$ cat config.mk
export PLATFORM = sky130hd
export DESIGN_NAME = operand_issue
export DESIGN_NICKNAME = d
export VERILOG_FILES = /design/src/rtl/operand_issue.sv
export SDC_FILE = /design/constraint.sdc
export NUM_CORES = 2
export LEC_CHECK = 0
export BUFFER_PORTS_ARGS = -buffer_cell sky130_fd_sc_hd__buf_2
export CAP_MARGIN = 20
export CORE_UTILIZATION = 59
export CTS_BUF_LIST = sky130_fd_sc_hd__clkbuf_2 sky130_fd_sc_hd__clkbuf_4 sky130_fd_sc_hd__clkbuf_8
export DETAILED_ROUTE_END_ITERATION = 6
export GPL_TIMING_DRIVEN = 0
export PLACE_DENSITY = 0.76
export SYNTH_ARGS = -nofsm -noshare
export SYNTH_HDL_FRONTEND = slang
export SYNTH_SLANG_ARGS = --single-unit
$ cat constraint.sdc
create_clock -name i_clk -period 3.1 [get_ports i_clk]
set_clock_uncertainty 0.1 [all_clocks]
set_input_delay 0.155 -clock i_clk [delete_from_list [all_inputs] [get_ports i_clk]]
set_output_delay 0.155 -clock i_clk [all_outputs]
set_load 0.01 [all_outputs]
$ cat src/rtl/operand_issue.sv
// Operand-fetch and issue stage: decodes a MIPS word, reads the register file,
// tracks in-flight destinations in a scoreboard and registers ALU operands.
module operand_issue (
  input  logic        i_clk,
  input  logic        i_rst_n,
  input  logic        i_in_valid,
  output logic        o_in_ready,
  input  logic [31:0] i_instr,
  output logic        o_out_valid,
  input  logic        i_out_ready,
  output logic [31:0] o_rs_val,
  output logic [31:0] o_rt_val,
  output logic [2:0]  o_alu_op,
  output logic [4:0]  o_dest,
  output logic        o_dest_we,
  input  logic        i_wb_we,
  input  logic [4:0]  i_wb_addr,
  input  logic [31:0] i_wb_data,
  output logic        o_illegal
);

  logic [31:0] r_rf [32];
  logic [31:0] r_pending;
  logic        r_out_valid;
  logic [31:0] r_rs_val;
  logic [31:0] r_rt_val;
  logic [2:0]  r_alu_op;
  logic [4:0]  r_dest;
  logic        r_dest_we;
  logic        r_illegal;

  logic [4:0]  w_rs;
  logic [4:0]  w_rt;
  logic [4:0]  w_dest;
  logic        w_legal;
  logic        w_is_r;
  logic        w_sext;
  logic [2:0]  w_op;
  logic        w_dest_we;
  logic [31:0] w_imm_ext;
  logic [31:0] w_rs_data;
  logic [31:0] w_rt_data;
  logic [31:0] w_wb_mask;
  logic [31:0] w_set_mask;
  logic [31:0] w_pend_eff;
  logic        w_hazard;
  logic        w_ready;
  logic        w_issue;
  logic        w_unused_shamt;

  assign w_rs           = i_instr[25:21];
  assign w_rt           = i_instr[20:16];
  assign w_unused_shamt = ^i_instr[10:6];

  always_comb begin
    w_legal = 1'b0;
    w_is_r  = 1'b0;
    w_sext  = 1'b0;
    w_op    = '0;
    case (i_instr[31:26])
      6'b000000: begin
        w_is_r = 1'b1;
        case (i_instr[5:0])
          6'b100100: begin w_legal = 1'b1; w_op = 3'b000; end
          6'b100101: begin w_legal = 1'b1; w_op = 3'b001; end
          6'b100000: begin w_legal = 1'b1; w_op = 3'b010; end
          6'b100010: begin w_legal = 1'b1; w_op = 3'b011; end
          6'b101010: begin w_legal = 1'b1; w_op = 3'b100; end
          default:   w_legal = 1'b0;
        endcase
      end
      6'b001000: begin w_legal = 1'b1; w_op = 3'b010; w_sext = 1'b1; end
      6'b001010: begin w_legal = 1'b1; w_op = 3'b100; w_sext = 1'b1; end
      6'b001100: begin w_legal = 1'b1; w_op = 3'b000; end
      6'b001101: begin w_legal = 1'b1; w_op = 3'b001; end
      default:   w_legal = 1'b0;
    endcase
  end

  assign w_dest    = w_is_r ? i_instr[15:11] : w_rt;
  assign w_dest_we = (w_dest != 5'd0);
  assign w_imm_ext = w_sext ? {{16{i_instr[15]}}, i_instr[15:0]} : {16'd0, i_instr[15:0]};

  // Same-cycle write-back both bypasses the operand and retires the hazard.
  assign w_rs_data = (w_rs == 5'd0) ? '0 :
                     (i_wb_we && (i_wb_addr == w_rs)) ? i_wb_data : r_rf[w_rs];
  assign w_rt_data = (w_rt == 5'd0) ? '0 :
                     (i_wb_we && (i_wb_addr == w_rt)) ? i_wb_data : r_rf[w_rt];

  assign w_wb_mask  = i_wb_we ? (32'd1 << i_wb_addr) : '0;
  assign w_pend_eff = r_pending & ~w_wb_mask;
  assign w_hazard   = w_pend_eff[w_rs] | (w_is_r & w_pend_eff[w_rt]) | w_pend_eff[w_dest];
  assign w_ready    = !w_legal || ((!r_out_valid || i_out_ready) && !w_hazard);
  assign w_issue    = i_in_valid && w_legal && w_ready;
  assign w_set_mask = (w_issue && w_dest_we) ? (32'd1 << w_dest) : '0;

  always_ff @(posedge i_clk or negedge i_rst_n) begin
    if (!i_rst_n) begin
      r_rf <= '{default: '0};
    end else if (i_wb_we && (i_wb_addr != 5'd0)) begin
      r_rf[i_wb_addr] <= i_wb_data;
    end
  end

  always_ff @(posedge i_clk or negedge i_rst_n) begin
    if (!i_rst_n) begin
      r_pending <= '0;
    end else begin
      r_pending <= ((r_pending & ~w_wb_mask) | w_set_mask) & ~32'd1;
    end
  end

  always_ff @(posedge i_clk or negedge i_rst_n) begin
    if (!i_rst_n) begin
      r_out_valid <= 1'b0;
      r_rs_val    <= '0;
      r_rt_val    <= '0;
      r_alu_op    <= '0;
      r_dest      <= '0;
      r_dest_we   <= 1'b0;
      r_illegal   <= 1'b0;
    end else begin
      r_illegal <= i_in_valid && !w_legal;
      if (w_issue) begin
        r_out_valid <= 1'b1;
        r_rs_val    <= w_rs_data;
        r_rt_val    <= w_is_r ? w_rt_data : w_imm_ext;
        r_alu_op    <= w_op;
        r_dest      <= w_dest;
        r_dest_we   <= w_dest_we;
      end else if (r_out_valid && i_out_ready) begin
        r_out_valid <= 1'b0;
      end
    end
  end

  assign o_in_ready  = w_ready;
  assign o_out_valid = r_out_valid;
  assign o_rs_val    = r_rs_val;
  assign o_rt_val    = r_rt_val;
  assign o_alu_op    = r_alu_op;
  assign o_dest      = r_dest;
  assign o_dest_we   = r_dest_we;
  assign o_illegal   = r_illegal;

endmodule

==> metrics.csv <==
metric;value;unit
Hold Crit Start;i_wb_addr[4];
Placer Congestion;0.952;
post-route ant nets;0;
crit path DAT;3.95;ns
IO Pins;150;
Critical path buffers and inverters;3;
#FFs+latches synth;1130;
CTS Buf Count;188;
initial antenna violation count;8;
gr ovfl total;0;
power share of the clock group;34.2;%
setup ws final;-0.178;ns
Post-Synthesis Cell Area;60000;sq um
Synth Instances;3848;
Power Internal;31.5;mW
Max FO, Critical Path;10;
startpoint types;flop;
most numerous cell on the critical path;buf_6;
sequential share of power;44.2;%
largest net degree at the start of global routing;160;
Layout area overhead;16.1;%
Post-synth EDFFs;0;
Clock Latency Late Sink;0.97;ns
drt total wl;210000;um
final hold vios;1;
Worst path slowest cell;o41ai_1;
worst min path class;in -> reg;
Leak;30.2;nW
worst flop-to-flop path startpoint;r_pending[18]$_DFF_PN0_;
Final Setup Violations;41;
vias per std cell;7.21;
Clock Tree Buf Depth;3;
CTS sink count;1130;
RSZ-0062 raised after global routing;yes;
Area contributors post-synth;dfrtp_1 47%, mux4_2 24%, mux2_2 20%;
Worst setup EP type;flop;
die footprint;103000;sq um
fin crit period;3.28;ns
top-area cell type share of the netlist area;47.1;%
CP Data Required Time;3.77;ns
Total Routing Usage GR;41.7;%
Die Height;321;um
Hold Crit Depth;6;
switch share;28.3;%
H-tree depth;4;
row count;116;
Worst Setup Path Type;reg -> reg;
Post-DP HPWL;145000;um
main flop type after synthesis;dfrtp_1;
core box area;100000;sq um
Slew HR;15.5;%
first-pass GRT wire length;303000;um
Max Fclk;305;MHz
status;finished with violations;
Yosys top cell by area;dfrtp_1;
1st-pass router iterations;6;
register area share after synthesis;47.1;%
Worst R2R Path Depth;11;
fin nets;4451;
Max stage delay on crit path;0.44;ns
failing checks;negative hold slack, negative setup slack;
via count;42400;
Psw;12.4;mW
vias in the first global route;43300;
clock root cell;clkbuf_8;
Synth async-reset ratio;100;%
Slew Limit Fails;0;
CP top delay family;compound AO/OA/AOI/OAI gates;
Reg2Reg Setup Slack;-0.18;ns
Pwr Density;630;nW/um^2
worst hold margin;-0.0158;ns
share of layout cells above drive strength 1;54.3;%
First DRT Iteration DRCs;5735;
Die X;321;um
Hold EP;r_pending[23]$_DFF_PN0_;
clock transition at the registers of the reported paths;0.07;ns
Synth Warn #;0;
CP Cell Sequence;o21ai_4, o41ai_2, nor4_2, o211ai_1, o31ai_2, o41a_1, buf_4, nand4_4, buf_6, buf_6, o41ai_1;
Tcrit/Tclk final;106;%
CTS tree;done;
Starting Density;59.8;%
r2r endpoint;r_pending[28]$_DFF_PN0_;
Max IR drop VDD;0.000361;V
Syn Area/Cell;15.6;sq um
syn_nets;3922;
DRC viols;0;
Port Buffers;141;
synth unique cells;65;
Post-Place Worst Slack;-2.24;ns
Logic pwr share;21.6;%
worst slew pin tran;1.27;ns
drt wl/cell;35.7;um
MaxCap Viol Count;0;
-- how the worst max path moves through the flow --
stage / from / end / slack [ns] / cells after the start
after floorplan: i_instr[27] / o_rs_val[14]$_DFFE_PN0P_ / 0.01 / 12
after global placement: i_rst_n / r_rf[16]$_DFFE_PN0P_ / -23.11 / 1
after detailed placement: i_instr[16] / o_rt_val[11]$_DFFE_PN0P_ / -2.24 / 12
after CTS: r_pending[15]$_DFF_PN0_ / o_in_ready / -0.09 / 9
after global routing: i_wb_addr[1] / r_pending[28]$_DFF_PN0_ / -0.1 / 14
final: r_pending[18]$_DFF_PN0_ / r_pending[28]$_DFF_PN0_ / -0.18 / 11
-- layout by cell type, fill, tap and decap left out, drive strengths merged, types with 3 or more instances in the layout --
master and count:
or2 6, o41ai 14, nor2 103, a21oi 40, nand4b 3, nand2b 8, a31oi 6, mux4 642
mux2 1065, nand4bb 3, inv 20, nand4 8, o31ai 20, xor2 8, clkbuf 634, a211oi 33
o22ai 14, dlygate4sd3 105, o211ai 9, dfrtp 1130, mux2i 74, o221ai 4, or3 4, o2111ai 8
nand2 59, nand3 13, bufinv 9, nor4b 3, buf 334, nor2b 8, clkdlybuf4s15 6, clkinv 17
nor4 8, diode 3, o21ai 64, nor3 15, a21o 3
-- sequential cells by signal, indices dropped and copies added (netlist names) --
name and flops:
o_dest_we 1, o_rt_val 32, o_illegal 1, r_rf 1024
o_rs_val 32, o_dest 5, o_alu_op 3, r_pending 31
o_out_valid 1
-- synth_stat cells, types with 14 or more instances --
| library cell | count |
|---|---|
| mux2_1 | 17 |
| mux2i_1 | 74 |
| o22ai_1 | 14 |
| dfrtp_1 | 1130 |
| o21ai_0 | 61 |
| a21oi_1 | 40 |
| nor2_1 | 102 |
| nand2_1 | 59 |
| clkbuf_1 | 325 |
| mux2_2 | 1048 |
| nor3_1 | 15 |
| a211oi_1 | 33 |
| o31ai_1 | 20 |
| buf_1 | 90 |
| buf_2 | 17 |
| mux4_2 | 642 |
-- through the flow --
step | cell area [sq um] | power, mW | setup TNS (ns) | util [%] | std cells
floorplan | 60100 | 25.6 | 0 | - | 3848
global placement | 62500 | 28.1 | - | 62.2 | 5346
detailed placement | 63600 | 28.7 | -286.36 | 63.4 | 5412
CTS | 69300 | 43.6 | -0.0940 | 69.0 | 5868
global route | 69700 | 45.3 | -0.742 | 69.4 | 5887
finish | 69700 | 43.9 | -2.34 | 69.4 | 5889
-- metal layers --
metal | wire (um) | share of wire, % | global-route usage [%] | up-vias
li1 | - | - | - | 16100
met2 | 93400 | 44 | 60.5 | 3125
met5 | 222 | 0.11 | 0.473 | -
met3 | 28100 | 13 | 15.8 | 806
met1 | 74300 | 35 | 53.6 | 22400
met4 | 14300 | 6.8 | 25.0 | 22
-- power by group through the flow --
| stage | clock network, mW | logic [mW] | registers, mW |
|---|---|---|---|
| 3_3_place_gp | 0 | 8.78 | 19.3 |
| 5_1_grt | 15.7 | 9.91 | 19.7 |
| 2_1_floorplan | 0 | 6.57 | 19.0 |
| 3_5_place_dp | 0 | 9.16 | 19.5 |
| 6_report | 15.0 | 9.47 | 19.4 |
| 4_1_cts | 15.0 | 9.32 | 19.3 |
-- kinds of logic after synthesis --
group,Yosys count,share of synthesized area (%)
AO/OA/AOI/OAI,229,2.55
XOR/XNOR,10,0.146
buffers and inverters,446,2.88
flip-flops,1130,47.1
multiplexers,1781,45.3
AND/OR/NAND/NOR,252,2.01
-- worst reg2reg max path, stage by stage (launching register included) --
cell      delay [ns]
dfrtp_1         0.40
o21ai_4         0.09
o41ai_2         0.10
nor4_2          0.33
o211ai_1        0.15
o31ai_2         0.28
o41a_1          0.34
buf_4           0.17
nand4_4         0.25
buf_6           0.27
buf_6           0.17
o41ai_1         0.44
-- area by class of cell --
class                   count  area, sq um
well taps                1357         1700
plain buffers             437         1950
clock inverters            38          536
inverters                   8         30.0
fillers                  6739        30700
repair buffers            340         3230
clock buffers             304         3720
multi-input cells        2272        30300
diodes                      3         7.51
flip-flops and latches   1130        28300
-- what timing repair did --
action / CTS / global route
setup endpoints to repair: 106 / 82
pin swaps: 9 / 5
endpoints found under the hold margin: 1581 / 0
resized for setup: 127 / 82
hold buffers: 107 / 0
buffers inserted: 8 / 7
No activity file was read; power rests on OpenSTA's default activity.
